===== src/rtl/alu_cmd_sequencer_if.sv =====
// Command / ALU / result bundle for alu_cmd_sequencer.
// Both streams (in_* and res_*) use valid/ready: a transfer happens at the
// rising edge where valid and ready are both high. The sender holds its
// payload steady while valid is high and ready is low. Ready may be high
// while valid is low.
interface alu_cmd_sequencer_if #(
  parameter int DATA_W = 4,
  parameter int OPR_W  = 4,
  parameter int DEPTH  = 4
);
  localparam int CNT_W = $clog2(DEPTH) + 1;

  logic              in_valid;
  logic              in_ready;
  logic [OPR_W-1:0]  in_opr;
  logic [DATA_W-1:0] in_a;
  logic [DATA_W-1:0] in_b;

  logic [OPR_W-1:0]  alu_opr;
  logic [DATA_W-1:0] alu_a;
  logic [DATA_W-1:0] alu_b;
  logic [DATA_W-1:0] alu_o;

  logic              res_valid;
  logic              res_ready;
  logic [DATA_W-1:0] res_data;
  logic [OPR_W-1:0]  res_opr;

  logic              illegal;
  logic [7:0]        err_cnt;
  logic [CNT_W-1:0]  fifo_cnt;

  // Debug view of the issue stage: 1 = EXEC, 0 = EMPTY.
  logic              dbg_exec;

  // Sequencer side.
  modport slave (
    input  in_valid, in_opr, in_a, in_b, alu_o, res_ready,
    output in_ready, alu_opr, alu_a, alu_b,
    output res_valid, res_data, res_opr,
    output illegal, err_cnt, fifo_cnt, dbg_exec
  );

  // Command source / ALU / result consumer side.
  modport master (
    output in_valid, in_opr, in_a, in_b, alu_o, res_ready,
    input  in_ready, alu_opr, alu_a, alu_b,
    input  res_valid, res_data, res_opr,
    input  illegal, err_cnt, fifo_cnt, dbg_exec
  );
endinterface


===== src/rtl/alu_cmd_sequencer.sv =====
// Sequencer around a combinational ALU: a command FIFO, a registered issue
// stage that drives the ALU operands, and a result register with valid/ready.
// Reserved opcodes 10 and 11 are dropped at the FIFO head and counted.
module alu_cmd_sequencer #(
  parameter int DATA_W = 4,
  parameter int OPR_W  = 4,
  parameter int DEPTH  = 4
) (
  input  logic                clk,
  input  logic                rst,
  alu_cmd_sequencer_if.slave  bus
);
  localparam int PTR_W = $clog2(DEPTH);
  localparam int CNT_W = PTR_W + 1;

  localparam logic [PTR_W-1:0] PTR_ONE  = PTR_W'(1);
  localparam logic [CNT_W-1:0] CNT_ONE  = CNT_W'(1);
  localparam logic [CNT_W-1:0] CNT_FULL = CNT_W'(DEPTH);
  localparam logic [OPR_W-1:0] OPR_RSV0 = OPR_W'(10);
  localparam logic [OPR_W-1:0] OPR_RSV1 = OPR_W'(11);
  localparam logic [7:0]       ERR_MAX  = 8'hFF;

  typedef enum logic {
    S_EMPTY = 1'b0,
    S_EXEC  = 1'b1
  } issue_state_t;

  // FIFO storage and bookkeeping
  logic [OPR_W-1:0]  r_mem_opr [DEPTH];
  logic [DATA_W-1:0] r_mem_a   [DEPTH];
  logic [DATA_W-1:0] r_mem_b   [DEPTH];
  logic [PTR_W-1:0]  r_wr_ptr;
  logic [PTR_W-1:0]  r_rd_ptr;
  logic [CNT_W-1:0]  r_cnt;

  // Issue stage
  issue_state_t      r_state;
  logic [OPR_W-1:0]  r_alu_opr;
  logic [DATA_W-1:0] r_alu_a;
  logic [DATA_W-1:0] r_alu_b;
  logic              r_illegal;
  logic [7:0]        r_err_cnt;

  // Result register
  logic              r_res_valid;
  logic [DATA_W-1:0] r_res_data;
  logic [OPR_W-1:0]  r_res_opr;

  logic              w_full;
  logic              w_empty;
  logic              w_push;
  logic              w_capture;
  logic              w_pop;
  logic [OPR_W-1:0]  w_head_opr;
  logic              w_head_rsv;

  // in_ready is plain !full: a pop at the same edge does not free a slot early.
  assign w_full     = (r_cnt == CNT_FULL);
  assign w_empty    = (r_cnt == '0);
  assign w_push     = bus.in_valid && !w_full;
  assign w_capture  = (r_state == S_EXEC) && (!r_res_valid || bus.res_ready);
  assign w_pop      = !w_empty && ((r_state == S_EMPTY) || w_capture);
  assign w_head_opr = r_mem_opr[r_rd_ptr];
  assign w_head_rsv = (w_head_opr == OPR_RSV0) || (w_head_opr == OPR_RSV1);

  // FIFO payload write; storage needs no reset because occupancy gates reads.
  always_ff @(posedge clk) begin
    if (w_push) begin
      r_mem_opr[r_wr_ptr] <= bus.in_opr;
      r_mem_a[r_wr_ptr]   <= bus.in_a;
      r_mem_b[r_wr_ptr]   <= bus.in_b;
    end
  end

  // FIFO pointers and occupancy; pointers wrap naturally since DEPTH is 2^n.
  always_ff @(posedge clk) begin
    if (rst) begin
      r_wr_ptr <= '0;
      r_rd_ptr <= '0;
      r_cnt    <= '0;
    end else begin
      if (w_push) r_wr_ptr <= r_wr_ptr + PTR_ONE;
      if (w_pop)  r_rd_ptr <= r_rd_ptr + PTR_ONE;
      if (w_push && !w_pop)      r_cnt <= r_cnt + CNT_ONE;
      else if (!w_push && w_pop) r_cnt <= r_cnt - CNT_ONE;
    end
  end

  // Issue FSM: load the popped head, or drop it if reserved; outputs registered.
  always_ff @(posedge clk) begin
    if (rst) begin
      r_state   <= S_EMPTY;
      r_alu_opr <= '0;
      r_alu_a   <= '0;
      r_alu_b   <= '0;
      r_illegal <= 1'b0;
      r_err_cnt <= '0;
    end else begin
      r_illegal <= w_pop && w_head_rsv;
      if (w_pop && w_head_rsv && (r_err_cnt != ERR_MAX)) begin
        r_err_cnt <= r_err_cnt + 8'd1;
      end
      case (r_state)
        S_EMPTY: begin
          if (w_pop && !w_head_rsv) begin
            r_alu_opr <= w_head_opr;
            r_alu_a   <= r_mem_a[r_rd_ptr];
            r_alu_b   <= r_mem_b[r_rd_ptr];
            r_state   <= S_EXEC;
          end
        end
        S_EXEC: begin
          if (w_pop && !w_head_rsv) begin
            r_alu_opr <= w_head_opr;
            r_alu_a   <= r_mem_a[r_rd_ptr];
            r_alu_b   <= r_mem_b[r_rd_ptr];
          end else if (w_capture) begin
            // Operands stay put so the ALU inputs do not toggle while idle.
            r_state <= S_EMPTY;
          end
        end
        default: r_state <= S_EMPTY;
      endcase
    end
  end

  // Result register: capture from the ALU or let the consumer drain it.
  always_ff @(posedge clk) begin
    if (rst) begin
      r_res_valid <= 1'b0;
      r_res_data  <= '0;
      r_res_opr   <= '0;
    end else if (w_capture) begin
      r_res_valid <= 1'b1;
      r_res_data  <= bus.alu_o;
      r_res_opr   <= r_alu_opr;
    end else if (r_res_valid && bus.res_ready) begin
      r_res_valid <= 1'b0;
    end
  end

  assign bus.in_ready  = !w_full;
  assign bus.alu_opr   = r_alu_opr;
  assign bus.alu_a     = r_alu_a;
  assign bus.alu_b     = r_alu_b;
  assign bus.res_valid = r_res_valid;
  assign bus.res_data  = r_res_data;
  assign bus.res_opr   = r_res_opr;
  assign bus.illegal   = r_illegal;
  assign bus.err_cnt   = r_err_cnt;
  assign bus.fifo_cnt  = r_cnt;
  assign bus.dbg_exec  = (r_state == S_EXEC);
endmodule


===== src/flat_wrapper.sv =====
// flat-port wrapper written by rule: the top's interface ports become plain ports
module alu_cmd_sequencer_flat 
#(
  parameter int DATA_W = 4,
  parameter int OPR_W  = 4,
  parameter int DEPTH  = 4
)
  (clk, rst, bus_in_valid, bus_in_opr, bus_in_a, bus_in_b, bus_alu_o, bus_res_ready, bus_in_ready, bus_alu_opr, bus_alu_a, bus_alu_b, bus_res_valid, bus_res_data, bus_res_opr, bus_illegal, bus_err_cnt, bus_fifo_cnt, bus_dbg_exec);
  alu_cmd_sequencer_if #(.DATA_W(DATA_W), .OPR_W(OPR_W), .DEPTH(DEPTH)) bus_i ();
  input  logic clk;
  input  logic rst;
  input wire logic [$bits(bus_i.in_valid)-1:0] bus_in_valid;
  input wire logic [$bits(bus_i.in_opr)-1:0] bus_in_opr;
  input wire logic [$bits(bus_i.in_a)-1:0] bus_in_a;
  input wire logic [$bits(bus_i.in_b)-1:0] bus_in_b;
  input wire logic [$bits(bus_i.alu_o)-1:0] bus_alu_o;
  input wire logic [$bits(bus_i.res_ready)-1:0] bus_res_ready;
  output wire logic [$bits(bus_i.in_ready)-1:0] bus_in_ready;
  output wire logic [$bits(bus_i.alu_opr)-1:0] bus_alu_opr;
  output wire logic [$bits(bus_i.alu_a)-1:0] bus_alu_a;
  output wire logic [$bits(bus_i.alu_b)-1:0] bus_alu_b;
  output wire logic [$bits(bus_i.res_valid)-1:0] bus_res_valid;
  output wire logic [$bits(bus_i.res_data)-1:0] bus_res_data;
  output wire logic [$bits(bus_i.res_opr)-1:0] bus_res_opr;
  output wire logic [$bits(bus_i.illegal)-1:0] bus_illegal;
  output wire logic [$bits(bus_i.err_cnt)-1:0] bus_err_cnt;
  output wire logic [$bits(bus_i.fifo_cnt)-1:0] bus_fifo_cnt;
  output wire logic [$bits(bus_i.dbg_exec)-1:0] bus_dbg_exec;
  assign bus_i.in_valid = bus_in_valid;
  assign bus_i.in_opr = bus_in_opr;
  assign bus_i.in_a = bus_in_a;
  assign bus_i.in_b = bus_in_b;
  assign bus_i.alu_o = bus_alu_o;
  assign bus_i.res_ready = bus_res_ready;
  assign bus_in_ready = bus_i.in_ready;
  assign bus_alu_opr = bus_i.alu_opr;
  assign bus_alu_a = bus_i.alu_a;
  assign bus_alu_b = bus_i.alu_b;
  assign bus_res_valid = bus_i.res_valid;
  assign bus_res_data = bus_i.res_data;
  assign bus_res_opr = bus_i.res_opr;
  assign bus_illegal = bus_i.illegal;
  assign bus_err_cnt = bus_i.err_cnt;
  assign bus_fifo_cnt = bus_i.fifo_cnt;
  assign bus_dbg_exec = bus_i.dbg_exec;
  alu_cmd_sequencer #(.DATA_W(DATA_W), .OPR_W(OPR_W), .DEPTH(DEPTH)) u_core (.clk(clk), .rst(rst), .bus(bus_i));
endmodule

===== config.mk =====
export PLATFORM = sky130hd
export DESIGN_NAME = alu_cmd_sequencer_flat
export DESIGN_NICKNAME = d
export VERILOG_FILES = /design/src/rtl/alu_cmd_sequencer_if.sv /design/src/rtl/alu_cmd_sequencer.sv /design/src/flat_wrapper.sv
export SDC_FILE = /design/constraint.sdc
export NUM_CORES = 1
export LEC_CHECK = 0
export CAP_MARGIN = 15
export CORE_MARGIN = 10
export CORE_UTILIZATION = 51
export DETAILED_ROUTE_END_ITERATION = 12
export HOLD_SLACK_MARGIN = 0.12
export PLACE_DENSITY = 0.76
export SLEW_MARGIN = 20
export SYNTH_ARGS = -nofsm -noshare
export SYNTH_HDL_FRONTEND = slang
export SYNTH_SLANG_ARGS = --single-unit
export TNS_END_PERCENT = 20

===== constraint.sdc =====
create_clock -name clk -period 3.3 [get_ports clk]
set_clock_uncertainty 0.1 [all_clocks]
set_input_delay 0.66 -clock clk [delete_from_list [all_inputs] [get_ports clk]]
set_output_delay 0.66 -clock clk [all_outputs]
set_load 0.02 [all_outputs]

==> impl_metrics.json <==
{
  "status": "finished, final reports clean",
  "cts_buffer_depth": 2,
  "placementRows": 29,
  "setup_violations": 0,
  "setup.worst_path.end": "u_core.bus.fifo_cnt[2]",
  "wirelength_mm": 6.346,
  "final_core_utilization": 0.6577,
  "cts_root_buf": "clkbuf_8",
  "antenna_left": 0,
  "port_buffers": 54,
  "synth_area_leaders": "edfxtp_1 42%, dfxtp_1 24%, mux4_2 6.0%",
  "diodes": 0,
  "first_pass_iters": 4,
  "cts_tree": "built",
  "r2r_start": "u_core.bus.fifo_cnt[0]",
  "max_freq_mhz": 378.7,
  "area_growth_pct": 24.03,
  "ys_ff_latch": 88,
  "hold_viol_final": 0,
  "die_y_um": 101.7,
  "synth.most_common_cell": "edfxtp_1",
  "synthTopCellsByCount": "48 x edfxtp_1, 40 x dfxtp_1, 29 x nor2_1",
  "relSlewSlack": 0.5524,
  "n_fill_cell": 473,
  "drv_slew": 0,
  "grt_pass1_vias": 2069,
  "start_kind": "primary input",
  "r2r_cells": 9,
  "ys_seq_area_frac": 0.6583,
  "p_per_area_mw_per_mm2": 792.2,
  "rsz0062_at_grt": "no",
  "ys_warn_count": 0,
  "initial_core_util": 0.5303,
  "hp-class": "reg -> reg",
  "setup.worst_path.start": "bus_res_ready",
  "cap_violations": 0,
  "cp_slowest_cell": "clkdlybuf4s50_1",
  "die_w_um": 101.7,
  "globalplace.congestion": 0.7603,
  "clock_latency_ps": 350,
  "reg2reg_to": "u_core.bus.fifo_cnt[2]",
  "overflow": 0,
  "cts-resized-gates": 0,
  "numCtsBuffers": 9,
  "syn-mean-instance-area_um2": 14.19,
  "syn_nets": 267,
  "postCtsSetupBuffers": 0,
  "antenna_found_initial": 0,
  "wl_per_cell_um": 16.70,
  "core_mm2": 0.006422,
  "htreeDepth": 3,
  "synth_area_mm2": 0.003406,
  "cp_max_fo": 6,
  "ioPinCount": 55,
  "vias": 2018,
  "track_usage": 0.1297,
  "yosys.area.top_type": "edfxtp_1",
  "rrSetupSlack_ps": 980,
  "routed_via_density": 5.311,
  "max_stage_delay_ps": 430,
  "netlist.area_leader.share": 0.4232,
  "synthDistinctLibCells": 35,
  "clk_pin_slew_worst_paths_ps": 90,
  "hold_buffers": 0,
  "drc_errors": 0,
  "setup-tns-final_ps": 0,
  "required_ps": 3480,
  "cts_num_sinks": 88,
  "critPathArrivalTime_ps": 2820,
  "fin_crit_sh": 0.8001,
  "async_reset_ff_frac": 0,
  "drive_above_1_share": 0.1221,
  "min_period_ps": 2640,
  "syn_inst": 240,
  "synth-edff-count": 48,
  "ir_worst_vdd_mv": 0.5757,
  "power_leakage_nw": 1.513,
  "critPathCaptureType": "flop",
  "critical_path_class": "in -> reg",
  "die_area_mm2": 0.01035,
  "dp.final_hpwl_mm": 4.497,
  "grt_pass1_wl_mm": 10.33,
  "fin_cells": 380,
  "dp.cells": 364,
  "grt_max_degree": 40,
  "crit_chain": "clkdlybuf4s50_1 -> nand3b_1 -> o31a_1 -> inv_2 -> ha_1 -> inv_1 -> fa_1 -> xor2_1 -> or3_1 -> a21oi_1",
  "fin_nets": 325,
  "drt_iter0_markers": 51,
  "ys.flop_type": "edfxtp_1",
  "worst_pin_slew_ps": 671.5
}
[metal layers]
metal	routed length [µm]	up-vias	share of wire	GRT usage
li1	-	982	-	-
met3	462	11	0.073	0.05718
met2	2961	60	0.47	0.2078
met5	0	-	0	0
met1	2843	965	0.45	0.1516
met4	78	0	0.012	0.04620
[cells by family (layout without fill, tap and decap cells)]
| family | count (synthesis) | in the layout | synth area share |
|---|---|---|---|
| mux | 23 | 23 | 0.1150 |
| fa+ha+maj | 7 | 7 | 0.02792 |
| xor+xnor | 11 | 11 | 0.02829 |
| buf+inv | 17 | 80 | 0.02020 |
| compound gates | 18 | 18 | 0.02902 |
| flops | 88 | 88 | 0.6583 |
| simple gates | 76 | 76 | 0.1212 |
[area by class of cell]
class,count,area (µm²),area share
clock buffer,9,123.9,0.02932
clock inverter,7,77.57,0.01836
tap,77,96.34,0.02281
timing repair buffer,57,563.0,0.1333
multi-input combinational,135,1095,0.2592
inverter,7,26.28,0.006220
sequential,88,2242,0.5308
[state kept, by name (all words and copies together) (netlist names), 8 cells and up, named ones only]
signal	cells
u_core.bus.err_cnt	8
u_core.r_mem_a	16
u_core.r_mem_opr	16
u_core.r_mem_b	16
[cells in the final DEF (no fill, tap or decap), drive strengths merged, types with 2 or more instances in the layout]
cell           netlist  routed
a21oi               13      13
and2                 2       2
and3                 5       5
and4                 2       2
buf                  3       3
clkbuf               7       9
clkdlybuf4s50        0      54
clkinv               0       3
dfxtp               40      40
edfxtp              48      48
ha                   6       6
inv                  7       9
mux2i               11      11
mux4                12      12
nand2               21      21
nand3                4       4
nand3b               2       2
nor2                29      29
nor3                 4       4
nor4                 4       4
o21ai                2       2
xnor2                8       8
xor2                 3       3
[through the flow]
stage / setup slack [ps] / hold slack [ps] / cell area, µm² / power (mW)
final: 659.6 / 365.1 / 4224 / 3.346
after global routing: 513.4 / 395.9 / 4224 / 3.549
after CTS: 687.3 / 367.6 / 4224 / 3.391
after detailed placement: 314.1 / 350.9 / 4023 / 2.656
after global placement: 413.8 / 344.1 / 4023 / 2.624
after floorplan: 763.6 / 413.6 / 3406 / 2.231
[worst min path at each step]
stage,startpoint,endpoint,cells past startpoint
floorplan,u_core.r_wr_ptr[1],u_core.r_wr_ptr[1],2
global placement,u_core.bus.alu_b[2],u_core.bus.alu_b[2],2
detailed placement,u_core.bus.alu_b[3],u_core.bus.alu_b[3],2
CTS,u_core.bus.alu_b[2],u_core.bus.alu_b[2],2
global route,u_core.bus.alu_b[3],u_core.bus.alu_b[3],2
finish,u_core.bus.alu_b[2],u_core.bus.alu_b[2],2
[critical path, delay by kind of cell]
kind / cells / cell delay, ps
buffers and inverters: 3 / 580
adders and majority gates: 2 / 540
and+or+nand+nor: 2 / 520
AOI/OAI and AO/OA: 2 / 350
xor gates and xnor gates: 1 / 160
[where the power goes]
part	internal (mW)	switching (mW)	total [mW]
Combinational	0.518	0.590	1.11
Sequential	1.35	0.154	1.51
Clock	0.356	0.377	0.733
Power figures use the tool's default switching activity.
